--- src/rtl/apb_gpio_irq.sv ---
// apb_gpio_irq: parametrised APB GPIO controller for the bus1 peripheral segment.
// Features: input synchroniser, per-pin debounce filter, W1S/W1C output registers,
// and per-pin level/edge/both-edge interrupts with polarity and RW1C pending flags.

package apb_gpio_irq_pkg;

    // Address window handed down by the bus1 bridge
    typedef struct packed {
        logic [31:0] addr;
        logic [31:0] mask;
    } mapinfo_type;

    // Plug-and-play descriptor reported back to the bridge
    typedef struct packed {
        logic [1:0]  descrtype;
        logic [15:0] did;
        logic [31:0] addr;
        logic [31:0] mask;
    } dev_config_type;

    localparam logic [1:0] PNP_SLAVE = 2'b10;

    typedef struct packed {
        logic        psel;
        logic        penable;
        logic        pwrite;
        logic [31:0] paddr;
        logic [31:0] pwdata;
        logic [3:0]  pstrb;
    } apb_in_type;

    typedef struct packed {
        logic [31:0] prdata;
        logic        pready;
        logic        pslverr;
    } apb_out_type;

endpackage

// Per-pin debounce filter: the stable value follows the synchronised input only
// after it has differed for LIMIT consecutive cycles; LIMIT=0 bypasses the filter.
module apb_gpio_irq_dbnc #(
    parameter int dbnc_bits = 8
) (
    input  logic                 i_clk,
    input  logic                 i_nrst,
    input  logic                 i_sync,
    input  logic [dbnc_bits-1:0] i_limit,
    output logic                 o_stable
);

    logic [dbnc_bits-1:0] cnt;
    logic [dbnc_bits:0]   cnt_nxt;

    // One extra bit so the commit test also works when LIMIT was lowered below cnt
    assign cnt_nxt = {1'b0, cnt} + (dbnc_bits+1)'(1);

    // Count cycles of disagreement, commit once the run reaches LIMIT
    always_ff @(posedge i_clk or negedge i_nrst) begin
        if (!i_nrst) begin
            cnt      <= '0;
            o_stable <= 1'b0;
        end else if (i_limit == '0) begin
            cnt      <= '0;
            o_stable <= i_sync;
        end else if (i_sync == o_stable) begin
            cnt      <= '0;
        end else if (cnt_nxt >= {1'b0, i_limit}) begin
            cnt      <= '0;
            o_stable <= i_sync;
        end else begin
            cnt      <= cnt_nxt[dbnc_bits-1:0];
        end
    end

endmodule

module apb_gpio_irq
    import apb_gpio_irq_pkg::*;
#(
    parameter int                   width       = 12,
    parameter int                   sync_stages = 2,
    parameter int                   dbnc_bits   = 8,
    parameter logic [dbnc_bits-1:0] dbnc_reset  = '0,
    parameter logic [15:0]          did         = 16'h0000
) (
    input  logic             i_clk,
    input  logic             i_nrst,
    input  mapinfo_type      i_mapinfo,
    output dev_config_type   o_cfg,
    input  apb_in_type       i_apbi,
    output apb_out_type      o_apbo,
    input  logic [width-1:0] i_gpio,
    output logic [width-1:0] o_gpio,
    output logic [width-1:0] o_gpio_dir,
    output logic [width-1:0] o_irq,
    output logic             o_irq_any
);

    localparam logic [9:0] A_INPUT    = 10'h000;
    localparam logic [9:0] A_DIR      = 10'h001;
    localparam logic [9:0] A_OUT      = 10'h002;
    localparam logic [9:0] A_OUT_SET  = 10'h003;
    localparam logic [9:0] A_OUT_CLR  = 10'h004;
    localparam logic [9:0] A_IRQ_EN   = 10'h005;
    localparam logic [9:0] A_IRQ_TYPE = 10'h006;
    localparam logic [9:0] A_IRQ_POL  = 10'h007;
    localparam logic [9:0] A_IRQ_BOTH = 10'h008;
    localparam logic [9:0] A_PENDING  = 10'h009;
    localparam logic [9:0] A_DBNC     = 10'h00A;

    logic [width-1:0] dir_q, out_q, en_q, type_q, pol_q, both_q, pend_q;
    logic [dbnc_bits-1:0] limit_q;

    logic [sync_stages-1:0][width-1:0] sync_q;
    logic [width-1:0] sync, stable, prev;

    logic [31:0]      prdata_q;
    logic             pready_q;

    logic             setup, wr;
    logic [9:0]       widx;
    logic [31:0]      bm, wd, rd;
    logic [width-1:0] mbits, wbits, clr;
    logic [width-1:0] rise, fall, edge_set, set;

    assign setup = i_apbi.psel & ~i_apbi.penable;
    assign wr    = i_apbi.psel &  i_apbi.penable & i_apbi.pwrite;
    assign widx  = i_apbi.paddr[11:2];

    // Byte-lane mask from pstrb; wd is the write data restricted to enabled lanes
    always_comb begin
        bm = '0;
        for (int b = 0; b < 4; b++) bm[8*b +: 8] = {8{i_apbi.pstrb[b]}};
    end

    assign wd    = i_apbi.pwdata & bm;
    assign mbits = bm[width-1:0];
    assign wbits = wd[width-1:0];

    // ---------------- input path ----------------

    // Synchroniser chain; sync is the last stage
    always_ff @(posedge i_clk or negedge i_nrst) begin
        if (!i_nrst) sync_q <= '0;
        else         sync_q <= {sync_q[sync_stages-2:0], i_gpio};
    end

    assign sync = sync_q[sync_stages-1];

    for (genvar i = 0; i < width; i++) begin : g_pin
        apb_gpio_irq_dbnc #(.dbnc_bits(dbnc_bits)) u_dbnc (
            .i_clk    (i_clk),
            .i_nrst   (i_nrst),
            .i_sync   (sync[i]),
            .i_limit  (limit_q),
            .o_stable (stable[i])
        );
    end

    // Previous stable value for edge detection
    always_ff @(posedge i_clk or negedge i_nrst) begin
        if (!i_nrst) prev <= '0;
        else         prev <= stable;
    end

    // ---------------- interrupt set logic ----------------

    // POL selects falling edge / low level; BOTH overrides POL for edge pins
    always_comb begin
        rise     = stable & ~prev;
        fall     = ~stable & prev;
        edge_set = (both_q & (rise | fall)) | (~both_q & ((pol_q & fall) | (~pol_q & rise)));
        set      = (type_q & edge_set) | (~type_q & (stable ^ pol_q));
    end

    assign clr = (wr && widx == A_PENDING) ? wbits : '0;

    // Pending flags: a set on the same edge as a W1C clear wins
    always_ff @(posedge i_clk or negedge i_nrst) begin
        if (!i_nrst) pend_q <= '0;
        else         pend_q <= (pend_q & ~clr) | set;
    end

    assign o_irq     = pend_q & en_q;
    assign o_irq_any = |o_irq;

    // ---------------- register writes ----------------

    // Control registers commit on the access-phase edge, byte lanes per pstrb
    always_ff @(posedge i_clk or negedge i_nrst) begin
        if (!i_nrst) begin
            dir_q   <= '0;
            out_q   <= '0;
            en_q    <= '0;
            type_q  <= '0;
            pol_q   <= '0;
            both_q  <= '0;
            limit_q <= dbnc_reset;
        end else if (wr) begin
            case (widx)
                A_DIR:      dir_q   <= (dir_q  & ~mbits) | wbits;
                A_OUT:      out_q   <= (out_q  & ~mbits) | wbits;
                A_OUT_SET:  out_q   <= out_q | wbits;
                A_OUT_CLR:  out_q   <= out_q & ~wbits;
                A_IRQ_EN:   en_q    <= (en_q   & ~mbits) | wbits;
                A_IRQ_TYPE: type_q  <= (type_q & ~mbits) | wbits;
                A_IRQ_POL:  pol_q   <= (pol_q  & ~mbits) | wbits;
                A_IRQ_BOTH: both_q  <= (both_q & ~mbits) | wbits;
                A_DBNC:     limit_q <= (limit_q & ~bm[dbnc_bits-1:0]) | wd[dbnc_bits-1:0];
                default: ;
            endcase
        end
    end

    assign o_gpio     = out_q;
    assign o_gpio_dir = dir_q;

    // ---------------- read path ----------------

    // Read mux; write-only and unmapped offsets read 0
    always_comb begin
        rd = '0;
        case (widx)
            A_INPUT:    rd[width-1:0]     = stable;
            A_DIR:      rd[width-1:0]     = dir_q;
            A_OUT:      rd[width-1:0]     = out_q;
            A_IRQ_EN:   rd[width-1:0]     = en_q;
            A_IRQ_TYPE: rd[width-1:0]     = type_q;
            A_IRQ_POL:  rd[width-1:0]     = pol_q;
            A_IRQ_BOTH: rd[width-1:0]     = both_q;
            A_PENDING:  rd[width-1:0]     = pend_q;
            A_DBNC:     rd[dbnc_bits-1:0] = limit_q;
            default: ;
        endcase
    end

    // Read data captured in setup; pready raised for exactly the access cycle
    always_ff @(posedge i_clk or negedge i_nrst) begin
        if (!i_nrst) begin
            prdata_q <= '0;
            pready_q <= 1'b0;
        end else begin
            pready_q <= setup;
            prdata_q <= setup ? rd : '0;
        end
    end

    assign o_apbo = '{prdata: prdata_q, pready: pready_q, pslverr: 1'b0};
    assign o_cfg  = '{descrtype: PNP_SLAVE, did: did, addr: i_mapinfo.addr, mask: i_mapinfo.mask};

    // Address bits outside the decoded window and lanes above width are don't-care
    logic unused_ok;
    assign unused_ok = ^{i_apbi.paddr[31:12], i_apbi.paddr[1:0], wd};

endmodule
--- config.mk ---
export PLATFORM = sky130hd
export DESIGN_NAME = apb_gpio_irq
export DESIGN_NICKNAME = d
export VERILOG_FILES = /design/src/rtl/apb_gpio_irq.sv
export SDC_FILE = /design/constraint.sdc
export NUM_CORES = 1
export LEC_CHECK = 0
export BUFFER_PORTS_ARGS = -buffer_cell sky130_fd_sc_hd__buf_2
export CAP_MARGIN = 20
export CORE_MARGIN = 8
export CORE_UTILIZATION = 57
export CTS_CLUSTER_DIAMETER = 200
export DETAILED_ROUTE_END_ITERATION = 10
export PLACE_DENSITY_LB_ADDON = 0.1
export SYNTH_ARGS = -nofsm -noshare
export SYNTH_HDL_FRONTEND = slang
export SYNTH_SLANG_ARGS = --single-unit
--- constraint.sdc ---
create_clock -name i_clk -period 6.45 [get_ports i_clk]
set_input_delay 0.3225 -clock i_clk [delete_from_list [all_inputs] [get_ports i_clk]]
set_output_delay 0.3225 -clock i_clk [all_outputs]
set_load 0.1 [all_outputs]
* Yosys cells after proc, flatten, opt, wreduce, memory -nomap -nowiden
Index checks and enable logic that the tools add are counted.
** Storage, ports and cells
- Flip-flop bits (word level) :: 249
- Bits of input ports :: 149
- Output and inout port bits :: 153
** Cells by class
- $add $sub $neg :: 12
- Magnitude comparators :: 12
- Eq/ne operators :: 34
- Muxes and demuxes :: 77
- Bitwise logic cells :: 46
- Reductions and logical operators :: 36
** Operator list (number)
- $mux W8 :: 36
- $and A12 B12 Y12 :: 18
- $or A12 B12 Y12 :: 12
- $add A8 B1 Y9 const B :: 12
- $ge A9 B8 Y1 :: 12
- $not A12 Y12 :: 8
- $pmux W8 S9 :: 1
- $eq A10 B3 Y1 const B :: 4
- $reduce_and A2 Y1 :: 19
- $mux W1 :: 36
- $pmux W12 S3 :: 1
- $pmux W4 S8 :: 1
- $eq A10 B4 Y1 const B :: 3
- $mux W12 :: 2
- $reduce_bool A2 Y1 :: 12
- $ne A2 B2 Y1 const B :: 11
- $eq A10 B2 Y1 const B :: 2
- $eq A1 B1 Y1 :: 12
- $reduce_or A12 Y1 :: 1
- $xor A12 B12 Y12 :: 1
- $eq A10 B1 Y1 const B :: 1
- $logic_not A10 Y1 :: 1
- $and A8 B8 Y8 :: 1
- $logic_not A8 Y1 :: 1
- 7 further kinds :: 9

* Logic depth before layout (Yosys ltp)
Gate-level depths: netlist of the first run.
- Word-level depth :: 9
- Gate-level depth with buffers :: 10
- Depth with buffers taken out :: 10

* Hierarchy
From an unflattened synthesis of the first run, not the netlist that was laid out.
** Unflattened totals
- Cell total of the unflattened synthesis :: 1492
- Area total of the unflattened synthesis :: 15553.7 um^2
** By module, submodules not included
- apb_gpio_irq :: instances 1, cells each 708, area each 7906.3 um^2, sequential area each 3528.4 um^2
- apb_gpio_irq_dbnc at g_pin[0].u_dbnc ... :: instances 8, cells each 65, area each 634.4 um^2, sequential area each 225.2 um^2
- apb_gpio_irq_dbnc at g_pin[6].u_dbnc ... :: instances 4, cells each 66, area each 643.1 um^2, sequential area each 225.2 um^2

* Worst setup path after synthesis of the first run
No wires, ideal clock.
- Path type :: reg-to-reg
- From :: register g_pin[11].u_dbnc.cnt[0]
- To :: register g_pin[11].u_dbnc.cnt[2]
- Arrival time :: 2621 ps
- Required time :: 6376 ps
- Path slack :: 3756 ps
- Stages on the path, launching flop included :: 11
- Path buffers :: 0
- Period minus slack after synthesis :: 2694 ps
- Cells stage by stage :: dfrtp_1 > ha_1 > and3_1 > nand3_1 > xnor2_1 > ha_1 > and3_1 > a22o_1 > a2111o_1 > or3_1 > nor2b_1
** On the way
- Cells in the longest elaborated chain, start to end :: 5
** RTL lines
- from (decl) :: line 52 : logic [dbnc_bits-1:0] cnt;
- from (signal assigned) :: line 72 : cnt <= cnt_nxt[dbnc_bits-1:0];
- $add A8 B1 Y9 (*) :: line 56 : assign cnt_nxt = {1'b0, cnt} + (dbnc_bits+1)'(1);
- $ge A9 B8 Y1 :: line 68 : end else if (cnt_nxt >= {1'b0, i_limit}) begin
- $mux W8 (*) :: line 68
- $mux W8 (*) :: line 66 : end else if (i_sync == o_stable) begin
- $mux W8 (*) :: line 63 : end else if (i_limit == '0) begin
Every way passes the cells marked *; elsewhere a longest branch is shown, timed or not.
A chain may end at the register's enable or synchronous reset.

==> flow_summary_export.csv, run 1 <==
group,metric,value,unit
power_and_ir_drop,p_seq_frac,0.444,
setup_path,critical-path-top-delay-family,"simple AND/OR/NAND/NOR gates",
sta,hold_viol_final,0,
clock_network,cts-root-buf,"clkbuf_16",
global_routing,grt_pass1_vias,10400,
run,max-cap-violations,0,
power_and_ir_drop,internal_power,2740,uW
placement,io_buffers,90,
setup_path,slowest_delay,680,ps
logic_synthesis,synth_ff_type,"dfrtp_1",
clock_network,cts.path.max_buffers,3,
cells_and_area,layout.nets,1756,
setup_path,critical_path.max_fanout,13,
drt,vias,10600,
cells_and_area,layout_commonest_cell,"dfrtp_1",
clock_network,path_clk_slew,60,ps
power_and_ir_drop,p_leak,0.00822,uW
placement,dpl_cell_area,14900,um2
logic_synthesis,synth_area,14700,um2
setup_path,path_buf_inv,1,
setup_path,regToRegEndpoint,"g_pin[3].u_dbnc.cnt[5]",
floorplanning,dieArea,31200,um2
drt,first_pass_iters,6,
cells_and_area,mostFrequentLayoutCells,"dfrtp_1, ha_1, nand2_1",
setup_path,end_kind,"flip-flop",
sta,setup-tns-final,0,ps
logic_synthesis,synth_edf_count,0,
global_routing,grt_pass1_wl,55.9,mm
power_and_ir_drop,irDropWorstVdd,0.260,mV
setup_path,cp_data_required_time,6910,ps
drt,drt-wirelength-per-cell,19.3,um
hold_path,hp-class,"input port to flip-flop",
clock_network,post_cts_buffers,0,
logic_synthesis,post-synth-top-area-cell,"dfrtp_1",
setup_path,r2r_cells,6,
drt,drc,0,
run_status,status,"complete, no violations",
logic_synthesis,synthArstFlopShare,1.00,
clock_network,cts_tree,"built",
setup_path,path_cells,"inv_1, ha_1, and3_1, a2111oi_0, nand4_1, nor2b_1",
floorplanning,rows,58,
global_routing,grt_usage,0.222,
power_and_ir_drop,switchingPower,915,uW
sta,rsz0062_at_grt,"no",
drt,viasPerCell,5.79,
cells_and_area,area_delta_synth_final,9.03,%
sta,whs,94.7,ps
setup_path,r2r_slack,3410,ps
floorplanning,die_h,177,um
global_routing,antenna_found_initial,2,
hold_path,min_to,"pready_q",
sta,setup_viol,0,
drt,ant_nets,0,
clock_network,clock-sinks,249,
sta,max_slew.worst_pin.slew,1120,ps
sta,period_needed,3040,ps
logic_synthesis,synthDistinctLibCells,60,
sta,worst_clock_skew,9.23,ps
setup_path,cp-start-kind,"flip-flop",
power_and_ir_drop,p_per_area,228,nW/um2
global_routing,grt_max_degree,154,
logic_synthesis,yosys_warnings,0,
setup_path,crit_arrival,3490,ps
floorplanning,start_util,0.582,
cells_and_area,fillCellCount,2104,
floorplanning,pin_count,302,
logic_synthesis,postSynthCellCount,1432,
power_and_ir_drop,power_frac_clock,0.473,
sta,max_slew_margin,0.250,
floorplanning,die_w,177,um
logic_synthesis,ys_top_cells_by_area,"dfrtp_1, ha_1, mux2_2",
hold_path,whs_path_depth,2,
cells_and_area,design_area,16000,um2
cells_and_area,drive_gt1_frac,0.152,
clock_network,ctsHtreeMaxLevel,1,
setup_path,cp_slowest_cell,"inv_1",
clock_network,holdBufCountCts,14,
drt,wirelength,35.2,mm
drt,drt_iter0_drc,935,
logic_synthesis,ys_seq_area_frac,0.424,
logic_synthesis,synth_top_cell_area_share,0.424,
placement,dp_hpwl,24.6,mm
clock_network,ctsResizeCount,0,
power_and_ir_drop,total_power,3660,uW
hold_path,hp-start,"i_apbi[70]",
global_routing,grt_remaining_overflow,0,
clock_network,numCtsBuffers,29,
power_and_ir_drop,swShare,0.250,
setup_path,worstSetupPathType,"flip-flop to flip-flop",
placement,place_congestion,0.913,
logic_synthesis,syn_avg_cell_area,10.3,um2
sta,fmax,329,MHz
power_and_ir_drop,p_comb_frac,0.083,
logic_synthesis,ys_seq_elements,249,
clock_network,clk_latency,540,ps
floorplanning,core_area,25300,um2
sta,fin_crit_sh,0.471,
sta,finalMaxSlewViolations,0,
stage by stage:
step / cells / setup WS [ps] / util
after floorplan: 1469 / 3760 / -
after global placement: 1760 / 3060 / 0.589
after detailed placement: 1760 / 3040 / 0.589
after CTS: 1827 / 3390 / 0.635
after global routing: 1828 / 3070 / 0.635
final: 1828 / 3410 / 0.635
power groups by stage:
stage | clock, uW | sequential (uW) | combinational (uW)
global placement | 0 | 1650 | 292
global route | 1830 | 1630 | 330
floorplan | 0 | 1650 | 416
finish | 1730 | 1620 | 302
detailed placement | 0 | 1650 | 296
CTS | 1770 | 1620 | 304
synth_stat cells (all sizes together) (15+ instances only):
cell type  count
xnor2         49
a21oi         49
nor2          92
ha           132
and3          27
dfrtp        249
clkbuf        24
mux2          75
inv           59
o21ai         30
nand4         15
mux2i         27
nor2b         96
nand3         71
nand2        103
buf          110
xor2          47
nor3          18
how the worst max path moves through the flow:
stage / endpoint / slack (ps) / depth (start not counted)
after floorplan: g_pin[11].u_dbnc.cnt[2] / 3760 / 10
after global placement: flip-flop / 3060 / 6
after detailed placement: flip-flop / 3040 / 6
after CTS: g_pin[5].u_dbnc.cnt[5] / 3390 / 6
after global routing: g_pin[7].u_dbnc.cnt[5] / 3070 / 10
final: g_pin[3].u_dbnc.cnt[5] / 3410 / 6
cell type report:
cell class	instances	area (um2)	area share
antenna	1	2.50	0.000156
inverter	59	221	0.0138
sequential	249	6230	0.389
multi-input combinational	1027	7490	0.467
tap	330	413	0.0258
timing repair buffer	109	651	0.0406
clock inverter	17	220	0.0137
clock buffer	36	802	0.0500
logic make-up after synthesis:
family	Yosys count	synth area share
fa+ha+maj	132	0.112
xor+xnor	96	0.0572
compound gates	188	0.0876
simple gates	470	0.166
flops	249	0.424
other cells	2	0.000511
buf+inv	193	0.0764
mux	102	0.0758
metal layers:
metal | vias to the layer above | global-route usage | part of all wire
li1 | 5002 | - | -
met1 | 5144 | 0.293 | 0.44
met2 | 346 | 0.364 | 0.46
met3 | 89 | 0.0418 | 0.073
met4 | 2 | 0.0736 | 0.025
met5 | - | 0 | 0.00037
No activity file was read; power rests on OpenSTA's default activity.
==> run 2: changes to the inputs <==
--- a/config.mk
+++ b/config.mk
@@ -5,10 +5,11 @@
 export SDC_FILE = /design/constraint.sdc
 export NUM_CORES = 1
 export LEC_CHECK = 0
+export ABC_AREA = 1
 export BUFFER_PORTS_ARGS = -buffer_cell sky130_fd_sc_hd__buf_2
 export CAP_MARGIN = 20
 export CORE_MARGIN = 8
-export CORE_UTILIZATION = 57
+export CORE_UTILIZATION = 56
 export CTS_CLUSTER_DIAMETER = 200
 export DETAILED_ROUTE_END_ITERATION = 10
 export PLACE_DENSITY_LB_ADDON = 0.1
==> constraint.sdc (replaced) <==
create_clock -name i_clk -period 3.1 [get_ports i_clk]
set_input_delay 0.155 -clock i_clk [delete_from_list [all_inputs] [get_ports i_clk]]
set_output_delay 0.155 -clock i_clk [all_outputs]
set_load 0.1 [all_outputs]
==> run 2 against run 1 <==
- die area is 5.0% higher
- core utilization fell by 0.84 points
- sequential power up 110%
- sequential share of layout area down 1.8 points
- critical endpoint is now g_pin[11].u_dbnc.cnt[5]
- largest power group unchanged
==> flow_summary_export.csv, run 2 <==
group,metric,value,unit
logic_synthesis,ys_seq_elements,249,
global_routing,grt_usage,0.227,
cells_and_area,layout_commonest_cell,"nand2_1",
logic_synthesis,yosys.cell_count.top_type,"nand2_1",
placement,place_congestion,0.901,
drt,vias,12500,
power_and_ir_drop,power_frac_clock,0.467,
floorplanning,dieArea,32700,um2
cells_and_area,mostFrequentLayoutCells,"nand2_1, dfrtp_1, inv_1",
sta,hold_viol_final,0,
clock_network,ctsHtreeMaxLevel,1,
run,max-cap-violations,0,
power_and_ir_drop,swShare,0.254,
global_routing,grt_pass1_wl,61.8,mm
floorplanning,start_util,0.568,
logic_synthesis,synth_edf_count,0,
logic_synthesis,synth_top_cell_area_share,0.409,
logic_synthesis,synthTopCellsByCount,"nand2_1, dfrtp_1, inv_1, nor2_1, ha_1",
cells_and_area,drive_gt1_frac,0.0983,
clock_network,clock-sinks,249,
setup_path,cp-start-kind,"flip-flop",
clock_network,post_cts_buffers,0,
placement,dp_hpwl,26.7,mm
setup_path,cp_data_required_time,3560,ps
setup_path,cp_slowest_cell,"dfrtp_1",
global_routing,grt_remaining_overflow,0,
setup_path,critical-path-top-delay-family,"simple AND/OR/NAND/NOR gates",
power_and_ir_drop,p_seq_frac,0.449,
drt,wirelength,37.1,mm
floorplanning,pin_count,302,
power_and_ir_drop,internal_power,5570,uW
drt,ant_nets,0,
drt,viasPerCell,5.27,
sta,period_needed,2340,ps
logic_synthesis,synthArstFlopShare,1.00,
setup_path,critical_path.max_fanout,8,
clock_network,numCtsBuffers,29,
sta,max_slew_margin,0.500,
clock_network,path_clk_slew,60,ps
setup_path,end_kind,"flip-flop",
logic_synthesis,synth_ff_type,"dfrtp_1",
setup_path,startpoint,"g_pin[11].u_dbnc.cnt[0]",
logic_synthesis,yosys_warnings,0,
setup_path,worstSetupPathType,"flip-flop to flip-flop",
sta,fmax,428,MHz
cells_and_area,diodes,0,
logic_synthesis,post-synth-top-area-cell,"dfrtp_1",
floorplanning,die_h,181,um
clock_network,clk_latency,550,ps
clock_network,cts.path.max_buffers,3,
setup_path,path_buf_inv,1,
run_status,status,"complete, no violations",
logic_synthesis,synth_area,15200,um2
power_and_ir_drop,p_per_area,445,nW/um2
setup_path,slowest_delay,410,ps
power_and_ir_drop,switchingPower,1900,uW
placement,dpl_cell_area,15500,um2
sta,setup-tns-final,0,ps
sta,fin_crit_sh,0.754,
cells_and_area,area_delta_synth_final,10.2,%
power_and_ir_drop,p_leak,0.00939,uW
logic_synthesis,postSynthCellCount,1930,
power_and_ir_drop,irDropWorstVdd,0.416,mV
drt,drt-wirelength-per-cell,15.6,um
clock_network,cts-root-buf,"clkbuf_16",
power_and_ir_drop,p_comb_frac,0.084,
global_routing,antenna_found_initial,1,
hold_path,hp-start,"i_apbi[70]",
sta,setup_viol,0,
global_routing,grt_max_degree,95,
drt,drc,0,
sta,finalMaxSlewViolations,0,
logic_synthesis,ys_seq_area_frac,0.409,
setup_path,worstReg2RegStart,"g_pin[11].u_dbnc.cnt[0]",
cells_and_area,fillCellCount,2332,
placement,io_buffers,90,
cells_and_area,design_area,16800,um2
sta,worst_clock_skew,16.9,ps
logic_synthesis,synthDistinctLibCells,39,
logic_synthesis,ys_top_cells_by_area,"dfrtp_1, nand2_1, ha_1",
floorplanning,die_w,181,um
cells_and_area,layout.nets,2294,
drt,first_pass_iters,5,
setup_path,crit_arrival,2800,ps
sta,rsz0062_at_grt,"no",
sta,whs,26.5,ps
logic_synthesis,syn_avg_cell_area,7.89,um2
setup_path,path_cells,"ha_1, nand3_1, nand3b_1, xor2_1, inv_1, ha_1, a21oi_1, nand2_1, nand2_1, nand3_1, nor2_1",
hold_path,hp-class,"input port to flip-flop",
drt,drt_iter0_drc,984,
floorplanning,rows,60,
sta,max_slew.worst_pin.slew,750,ps
floorplanning,core_area,26800,um2
global_routing,grt_pass1_vias,12100,
clock_network,cts_tree,"built",
[run 2: changes by cell type after synthesis, moves of 27 or more]
cell	delta
and3_1	-27
inv_1	+187
mux2_2	-70
mux2i_1	-27
nand2_1	+404
nand3_1	+55
nor2_1	+105
nor2b_1	-96
o21ai_0	+41
o22ai_1	+27
xnor2_1	-39
[run 2: worst reg2reg max path, cell delays in order, from the launching register on]
cell and delay, ps:
dfrtp_1 410, ha_1 200, nand3_1 130, nand3b_1 200, xor2_1 220, inv_1 70
ha_1 290, a21oi_1 140, nand2_1 70, nand2_1 90, nand3_1 260, nor2_1 180
[run 2: layout make-up]
| type | count | area [um2] | area share |
|---|---|---|---|
| Multi-Input combinational cell | 1346 | 7320 | 0.436 |
| Sequential cell | 249 | 6230 | 0.371 |
| Inverter | 253 | 951 | 0.0566 |
| Timing Repair Buffer | 134 | 881 | 0.0525 |
| Clock buffer | 41 | 841 | 0.0501 |
| Tap cell | 341 | 427 | 0.0254 |
| Clock inverter | 11 | 140 | 0.00835 |
[run 2: power by group through the flow]
stage	clock network [uW]	logic [uW]	registers, uW
3_3_place_gp	0	594	3410
4_1_cts	3550	633	3360
6_report	3490	629	3360
2_1_floorplan	0	844	3420
5_1_grt	3680	694	3360
3_5_place_dp	0	605	3410
[run 2: final timing paths]
check,cells past startpoint,end,slack [ps]
worst max register to register,11,g_pin[11].u_dbnc.cnt[5],760
min in group asynchronous,2,prdata_q[5],200
worst min register to register,0,sync[2],350
worst max-delay path,11,g_pin[11].u_dbnc.cnt[5],760
worst min-delay path,4,pready_q,30
max in group asynchronous,3,asynchronous set/reset pin,1980
[run 2: cells by family after synthesis]
logic type	count (synthesis)	share of synthesized area
fa+ha+maj	132	0.108
xor+xnor	75	0.0431
mux	1	0.000739
other cells	2	0.000493
compound gates	184	0.0641
flops	249	0.409
buf+inv	372	0.120
simple gates	915	0.254
[run 2: per-stage QoR]
stage | utilization | instances | power [uW] | worst slack [ps]
2_1_floorplan | - | 1967 | 4260 | 976
3_3_place_gp | 0.580 | 2297 | 4010 | 809
3_5_place_dp | 0.580 | 2297 | 4020 | 762
4_1_cts | 0.626 | 2375 | 7540 | 740
5_1_grt | 0.626 | 2375 | 7740 | 447
6_report | 0.626 | 2375 | 7480 | 762
[run 2: timing repair]
item	in CTS	in global routing
endpoints found under the hold margin	130	0
hold buffers	26	0
resized for setup	0	0
[run 2: layer usage]
| metal | global-route usage | vias to the layer above | share of wire |
|---|---|---|---|
| met5 | 0 | - | 0.00035 |
| met4 | 0.0731 | 2 | 0.030 |
| met3 | 0.0455 | 94 | 0.072 |
| met2 | 0.373 | 423 | 0.45 |
| met1 | 0.296 | 5822 | 0.44 |
| li1 | - | 6182 | - |
